===== config.mk =====
export PLATFORM = sky130hd
export DESIGN_NAME = tdm_demux4
export DESIGN_NICKNAME = d
export VERILOG_FILES = /design/src/rtl/tdm_pkg.sv /design/src/rtl/tdm_slot_ctr.sv /design/src/rtl/tdm_demux4.sv
export SDC_FILE = /design/constraint.sdc
export NUM_CORES = 1
export LEC_CHECK = 0
export BUFFER_PORTS_ARGS = -buffer_cell sky130_fd_sc_hd__buf_2
export CAP_MARGIN = 20
export CORE_AREA = 3 3 43 45
export DETAILED_ROUTE_END_ITERATION = 16
export DIE_AREA = 0 0 46 48
export PLACE_DENSITY = 0.75
export SKIP_LAST_GASP = 1
export SYNTH_ARGS = -nofsm -noshare
export SYNTH_HDL_FRONTEND = slang
export SYNTH_SLANG_ARGS = --single-unit

===== constraint.sdc =====
create_clock -name clk -period 4.47 [get_ports clk]
set_input_delay 0.2235 -clock clk [delete_from_list [all_inputs] [get_ports clk]]
set_output_delay 0.2235 -clock clk [all_outputs]
set_load 0.01 [all_outputs]

===== src/rtl/tdm_pkg.sv =====
// Shared types and constants for the 4-slot TDM demultiplexer.
// Latency: n/a (definitions only).
// Backpressure: n/a (definitions only).
package tdm_pkg;

    typedef enum logic {
        HUNT   = 1'b0,
        LOCKED = 1'b1
    } state_t;

    localparam int SLOTS  = 4;
    localparam int SLOT_W = 2;
    localparam int MISS_W = 3;

endpackage


===== src/rtl/tdm_slot_ctr.sv =====
// Modulo-4 slot counter with synchronous load and increment enable.
// Latency: cnt reflects load/inc on the clock edge after they are asserted.
// Backpressure: none; holds its value whenever neither load nor inc is set.
//
// Ports: clk, rst_n (sync, active-low); load/load_val force a value (load wins
// over inc); inc advances by one and wraps 3 -> 0; cnt is the current slot.
module tdm_slot_ctr
    import tdm_pkg::*;
(
    input  logic              clk,
    input  logic              rst_n,
    input  logic              load,
    input  logic [SLOT_W-1:0] load_val,
    input  logic              inc,
    output logic [SLOT_W-1:0] cnt
);

    logic [SLOT_W-1:0] cnt_q;
    logic [SLOT_W-1:0] cnt_d;

    always_comb begin
        cnt_d = cnt_q;
        if (load) begin
            cnt_d = load_val;
        end else if (inc) begin
            // SLOT_W bits wide, so 3 + 1 wraps to 0 on its own
            cnt_d = cnt_q + SLOT_W'(1);
        end
    end

    always_ff @(posedge clk) begin
        if (!rst_n) begin
            cnt_q <= '0;
        end else begin
            cnt_q <= cnt_d;
        end
    end

    assign cnt = cnt_q;

endmodule


===== src/rtl/tdm_demux4.sv =====
// Serial TDM demux: gathers 4 slots per frame (sync marks slot 0) into q.
// Latency: q/q_valid appear 1 cycle after the edge accepting the slot-3 beat.
// Backpressure: none; din_valid low stalls the frame, gaps of any length are fine.
//
// Ports: clk, rst_n (sync, active-low); din/din_valid/sync serial input;
// q/q_valid completed frame + 1-cycle pulse; slot = next slot written;
// locked = frame alignment held; sync_err = 1-cycle pulse on a sync violation.
module tdm_demux4
    import tdm_pkg::*;
#(
    parameter int unsigned MISS_LIMIT = 2,
    parameter bit          SYNC_CHECK = 1'b1
) (
    input  logic              clk,
    input  logic              rst_n,
    input  logic              din,
    input  logic              din_valid,
    input  logic              sync,
    output logic [SLOTS-1:0]  q,
    output logic              q_valid,
    output logic [SLOT_W-1:0] slot,
    output logic              locked,
    output logic              sync_err
);

    localparam logic [MISS_W:0] MISS_LIM = (MISS_W+1)'(MISS_LIMIT);

    state_t             state_q,    state_d;
    logic [SLOTS-2:0]   shadow_q,   shadow_d;
    logic [MISS_W-1:0]  miss_q,     miss_d;
    logic [SLOTS-1:0]   q_q,        q_d;
    logic               q_valid_q,  q_valid_d;
    logic               sync_err_q, sync_err_d;

    logic               slot_load;
    logic [SLOT_W-1:0]  slot_load_val;
    logic               slot_inc;
    logic [SLOT_W-1:0]  slot_cur;
    logic [MISS_W:0]    miss_inc;

    tdm_slot_ctr u_slot_ctr (
        .clk      (clk),
        .rst_n    (rst_n),
        .load     (slot_load),
        .load_val (slot_load_val),
        .inc      (slot_inc),
        .cnt      (slot_cur)
    );

    // One bit wider than the counter so the limit compare never wraps.
    assign miss_inc = (MISS_W+1)'(miss_q) + (MISS_W+1)'(1);

    always_comb begin
        state_d       = state_q;
        shadow_d      = shadow_q;
        miss_d        = miss_q;
        q_d           = q_q;
        q_valid_d     = 1'b0;
        sync_err_d    = 1'b0;
        slot_load     = 1'b0;
        slot_load_val = '0;
        slot_inc      = 1'b0;

        if (din_valid) begin
            unique case (state_q)
                HUNT: begin
                    // Only a sync beat can start a frame; everything else is dropped.
                    if (sync) begin
                        shadow_d[0]   = din;
                        slot_load     = 1'b1;
                        slot_load_val = SLOT_W'(1);
                        miss_d        = '0;
                        state_d       = LOCKED;
                    end
                end

                LOCKED: begin
                    if (sync && (slot_cur != '0)) begin
                        // Early sync: realign on this beat, partial frame is lost.
                        sync_err_d    = 1'b1;
                        shadow_d[0]   = din;
                        slot_load     = 1'b1;
                        slot_load_val = SLOT_W'(1);
                        miss_d        = '0;
                    end else if (slot_cur == '0) begin
                        if (sync) begin
                            shadow_d[0] = din;
                            miss_d      = '0;
                            slot_inc    = 1'b1;
                        end else if (SYNC_CHECK) begin
                            sync_err_d = 1'b1;
                            miss_d     = miss_inc[MISS_W-1:0];
                            if (miss_inc >= MISS_LIM) begin
                                // Too many misses: give up alignment, drop this beat.
                                state_d       = HUNT;
                                slot_load     = 1'b1;
                                slot_load_val = '0;
                            end else begin
                                shadow_d[0] = din;
                                slot_inc    = 1'b1;
                            end
                        end else begin
                            // Flywheel: missing sync is tolerated silently.
                            shadow_d[0] = din;
                            slot_inc    = 1'b1;
                        end
                    end else if (slot_cur == SLOT_W'(SLOTS-1)) begin
                        // Last slot goes straight into q; no need to shadow it.
                        q_d       = {din, shadow_q};
                        q_valid_d = 1'b1;
                        slot_inc  = 1'b1;
                    end else begin
                        shadow_d[slot_cur] = din;
                        slot_inc           = 1'b1;
                    end
                end

                default: begin
                    state_d = HUNT;
                end
            endcase
        end
    end

    always_ff @(posedge clk) begin
        if (!rst_n) begin
            state_q    <= HUNT;
            shadow_q   <= '0;
            miss_q     <= '0;
            q_q        <= '0;
            q_valid_q  <= 1'b0;
            sync_err_q <= 1'b0;
        end else begin
            state_q    <= state_d;
            shadow_q   <= shadow_d;
            miss_q     <= miss_d;
            q_q        <= q_d;
            q_valid_q  <= q_valid_d;
            sync_err_q <= sync_err_d;
        end
    end

    assign q        = q_q;
    assign q_valid  = q_valid_q;
    assign slot     = slot_cur;
    assign locked   = (state_q == LOCKED);
    assign sync_err = sync_err_q;

endmodule


* Word-level counts from Yosys, hierarchy flattened
Cells that the tools add are included.
** Storage, ports and cells
- Register bits :: 15
- Bits of input ports :: 5
- Output and inout bits :: 9
- Logic and storage cells :: 75
** Cells by class
- $lt $le $gt $ge :: 3
- Reductions and logical operators :: 11
- Mux-type cells :: 40
- Bitwise gates (word level) :: 6
- Equality and inequality tests :: 5
- $add $sub $neg :: 2
** Operator list (count)
- two-way mux 1 bit :: 26
- two-way mux 3 bit :: 4
- AND reduction 5 bit :: 2
- two-way mux 2 bit :: 3
- NOT 1 bit :: 6
- one-hot mux 1 bit (2 select lines) :: 3
- one-hot mux 3 bit (2 select lines) :: 1
- AND reduction 3 bit :: 2
- inequality test 5 bit, second input constant :: 1
- OR reduction 5 bit :: 1
- adder 3 x 1 -> 4 bit, second input constant :: 1
- >= comparator 4 x 2 -> 1 bit, second input constant :: 1
- inequality test 4 bit, second input constant :: 1
- one-hot mux 2 bit (2 select lines) :: 1
- AND reduction 4 bit :: 1
- nonzero test 2 bit :: 2
- bitwise mux 3 bit :: 1
- less-than comparator 2 x 3 -> 1 bit, second input constant :: 1
- inequality test 3 x 1 -> 1 bit, second input constant :: 1
- adder 2 x 1 -> 2 bit, second input constant :: 1
- demux 1 bit (select 2 bit) :: 1
- == test 2 bit, second input constant :: 1
- >= comparator 2 x 1 -> 1 bit, second input constant :: 1
- logical AND 1 bit :: 2
- other kinds (2) :: 2

* Depth between registers and ports, before layout
- Depth in word-level cells :: 10
- Depth in mapped cells :: 9
- Depth with buffers taken out :: 9

* Cells and area by module
Synthesis repeated with hierarchy kept, for this count alone.
** Unflattened totals
- Cells, all modules :: 103
- Area total of the unflattened synthesis :: 902.1 um2
** Modules (own cells, without submodules)
- tdm_demux4 :: seq. area each 260.2 um2, times used 1, cells each 94, area an instance 804.5 um2
- tdm_slot_ctr :: seq. area each 40.0 um2, times used 1, cells each 9, area an instance 97.6 um2

* Worst setup path before layout
Ideal clock, no wire load.
- Path kind :: register to register
- Start :: reg u_slot_ctr.cnt_q[0], in the netlist u_slot_ctr.cnt[0]
- End :: reg shadow_q[0]
- Library setup time :: 72 ps
- Slack :: 2551 ps
- Data required time :: 4398 ps
- Buffers on the path :: 0
- Stages on the path, launching flop included :: 9
- Arrival time :: 1847 ps
- Period minus slack after synthesis :: 1919 ps
- Cell sequence :: dfxtp_1 inv_1 ha_1 inv_1 ha_1 inv_1 a22o_1 a221oi_2 mux2i_1
** On the way
- Cells in the longest elaborated chain, start to end :: 9
- Elaborated cells on any way between the ends :: 17
- Those cells by class :: 2 x order compare; 3 x eq/ne; 7 x mux; 5 x reduce/logical
** Ends and longest elaborated chain
- start: declaration :: line tdm_slot_ctr.sv:18 : logic [SLOT_W-1:0] cnt_q;
- start signal: assignment :: line tdm_slot_ctr.sv:35 : cnt_q <= cnt_d;
- less-than comparator 2 x 3 -> 1 bit (not written as such) / >= comparator 2 x 1 -> 1 bit (equally long branches) :: line tdm_demux4.sv:113 : shadow_d[slot_cur] = din;
- logical AND 1 bit (not written as such) :: line tdm_demux4.sv:113
- two-way mux 1 bit (not written as such) :: line tdm_demux4.sv:113
- demux 1 bit (select 2 bit) :: line tdm_demux4.sv:113
- bitwise mux 3 bit :: line tdm_demux4.sv:113
- two-way mux 1 bit :: line tdm_demux4.sv:107 : end else if (slot_cur == SLOT_W'(SLOTS-1)) begin
- two-way mux 1 bit :: line tdm_demux4.sv:85 : end else if (slot_cur == '0) begin
- two-way mux 1 bit :: line tdm_demux4.sv:78 : if (sync && (slot_cur != '0)) begin
- one-hot mux 1 bit (2 select lines) :: line tdm_demux4.sv:65 : unique case (state_q)
- end signal: assignment :: line tdm_demux4.sv:135 : shadow_q <= shadow_d;
- end: declaration :: line tdm_demux4.sv:29 : logic [SLOTS-2:0] shadow_q, shadow_d;
Parallel ways exist; a longest one is shown, timed or not. The select of a mux whose other input is x is not followed.
A chain may end at the register's enable or synchronous reset.

* Worst setup path after layout
Same ends and word-level chain as after synthesis.

==> results.py <==
metrics = {
    "synth": {
        "synth.most_common_cell": "dfxtp_1",
        "yosys_warnings": 0,
        "ys_seq_area_share_pct": 35.7,
        "yosys.area.top_type_share_pct": 35.7,
        "synth_area_um2": 841,
        "synth_edf_count": 0,
        "synth_seq_cells": 15,
        "syn_nets": 114,
        "yosysUniqueCellTypes": 24,
        "syn_inst": 100,
        "ys_top_cells_by_area": "dfxtp_1, ha_1, mux2i_1",
        "async_flop_share_pct": 0,
        "avgSynthCellArea_um2": 8.41,
        "ys_top_cells_by_count": "dfxtp_1, nand2_1, nor2_1, ha_1, inv_1",
        "synth_ff_type": "dfxtp_1",
        "yosys.area.top_type": "dfxtp_1",
    },
    "global_route": {
        "grt.overflow.total": 0,
        "grt_pass1_wl_um": 2760,
        "grt_max_degree": 12,
        "track_usage_pct": 17.1,
        "grt_pass1_vias": 640,
        "antenna_found_initial": 0,
    },
    "cts": {
        "holdBufCountCts": 0,
        "post_cts_buffers": 0,
        "clk_pin_slew_ns": 0.09,
        "cts_resized": 0,
        "clock_sinks": 15,
        "clockBufferDepth": 2,
        "cts_root_buf": "clkbuf_4",
        "cts_made_buffers": 3,
        "clk_latency_ns": 0.28,
        "cts-htree-levels": 1,
        "cts_tree": "yes",
    },
    "worst_setup_path": {
        "critical_path_peak_fanout": 7,
        "reg2reg_slack_ns": 2.42,
        "crit_path_start_kind": "register",
        "endpoint": "shadow_q[0]$_SDFFE_PN0P_",
        "worstSetupPathType": "register to register",
        "r2r_end": "shadow_q[0]$_SDFFE_PN0P_",
        "end_kind": "register",
        "worstPathArrival_ns": 2.27,
        "crit_start": "u_slot_ctr.cnt[0]$_SDFFE_PN0P_",
        "reg2reg_depth": 8,
        "r2r-start": "u_slot_ctr.cnt[0]$_SDFFE_PN0P_",
        "cp.required_ns": 4.68,
    },
    "timing": {
        "setup-violations-final": 0,
        "slew_viol_final": 0,
        "relSlewSlack_pct": 73.6,
        "setup-tns-final_ns": 0,
        "hold_viol_final": 0,
        "fmax_ghz": 0.487,
        "worstMarginPinSlew_ns": 0.395,
        "period_needed_ns": 2.05,
        "fin_crit_sh_pct": 45.9,
        "rsz0062_at_grt": "false",
        "finalClockSkew_ns": 0.00137,
    },
    "place": {
        "routabilityCongestion": 0.831,
        "io_buffers": 13,
        "placed_cell_area_um2": 915,
        "dp_hpwl_um": 1340,
    },
    "detailed_routing": {
        "num_vias": 716,
        "routedWlPerCell_um": 12.8,
        "dr.pass1.iters": 4,
        "ant_nets": 0,
        "wl_um": 1680,
        "drt_iter0_drc": 17,
        "drc": 0,
        "viasPerCell": 5.47,
    },
    "pwr": {
        "p_total_mw": 0.252,
        "power.leakage_nw": 0.450,
        "peakVddDrop_mv": 0.248,
        "power.density_nw_per_um2": 268,
    },
    "die": {
        "fp-row-count": 14,
        "die_y_um": 48,
        "initial_core_util_pct": 55.8,
        "core_area_um2": 1510,
        "pin_count": 14,
        "die_w_um": 46,
        "die_area_um2": 2210,
    },
    "finish": {
        "num-nets-final": 130,
        "final_core_utilization_pct": 62.5,
        "antenna_cells": 0,
        "area_delta_synth_final_pct": 11.9,
        "fillCellCount": 136,
        "post-route-cell-area_um2": 941,
        "layout-drive-gt1-share_pct": 17.4,
    },
    "worst_hold_path": {
        "hp-class": "input port to register",
        "hold_start": "rst_n",
    },
    "run": {
        "cap_violations": 0,
    },
    "outcome": {
        "status": "finished clean",
    },
}
where the power goes:
part,internal (mW),switching (mW),leakage (nW)
Combinational,0.0140,0.0215,0.314
Sequential,0.136,0.00432,0.121
Clock,0.0346,0.0413,0.0150
state kept, by name, summed over array words and instances (netlist names):
signal / count
u_slot_ctr.cnt: 2
q_valid: 1
sync_err: 1
shadow_q: 3
miss_q: 3
locked: 1
q: 4
layout by cell type, fill, tap and decap left out, types with 6 or more instances in the layout:
cell type and count:
a21oi_1 7, dfxtp_1 15, inv_1 9, nand2_1 12, nor2_1 11, buf_2 13, ha_1 9, nand3_1 6
mux2i_1 7
worst min path at each step:
stage	to	slack, ns	cells after the start
2_1_floorplan	locked$_SDFFE_PN0P_	0.34	1
3_3_place_gp	shadow_q[1]$_SDFFE_PN0P_	0.45	2
3_5_place_dp	shadow_q[1]$_SDFFE_PN0P_	0.45	2
4_1_cts	locked$_SDFFE_PN0P_	0.21	2
5_1_grt	locked$_SDFFE_PN0P_	0.20	2
6_report	locked$_SDFFE_PN0P_	0.21	2
metrics by stage:
stage	hold WS, ns	setup slack [ns]	instances
after global placement	0.446	2.53	127
after CTS	0.210	2.41	131
after global routing	0.204	2.27	131
after detailed placement	0.447	2.44	127
after floorplan	0.341	2.55	100
final	0.213	2.42	131
critical path, cell delays in order (launching register included):
cell      delay [ns]
dfxtp_1         0.45
inv_1           0.13
ha_1            0.27
inv_1           0.11
ha_1            0.22
inv_1           0.10
a22o_1          0.22
a221oi_2        0.29
mux2i_1         0.20
area by class of cell:
class	count	area [um2]	area share [%]
clock buffers	4	26.3	2.79
well taps	16	20.0	2.13
multi-input cells	74	495	52.7
flip-flops and latches	15	300	31.9
inverters	9	33.8	3.59
repair buffers	13	65.1	6.91
metal layers:
metal / vias up / track usage [%] / share of wire [%]
li1: 369 / - / -
met1: 328 / 23.1 / 48
met2: 17 / 27.5 / 46
met3: 2 / 5.64 / 5.5
met4: 0 / 1.70 / 0.60
met5: - / 0 / 0
cells by family after synthesis:
kind of cell	share of synthesized area (%)
buffers and inverters	5.36
muxes	8.33
DFF	35.7
adders and majority gates	13.4
and+or+nand+nor	21.0
AOI/OAI and AO/OA	16.2
No activity file was read; power rests on OpenSTA's default activity.
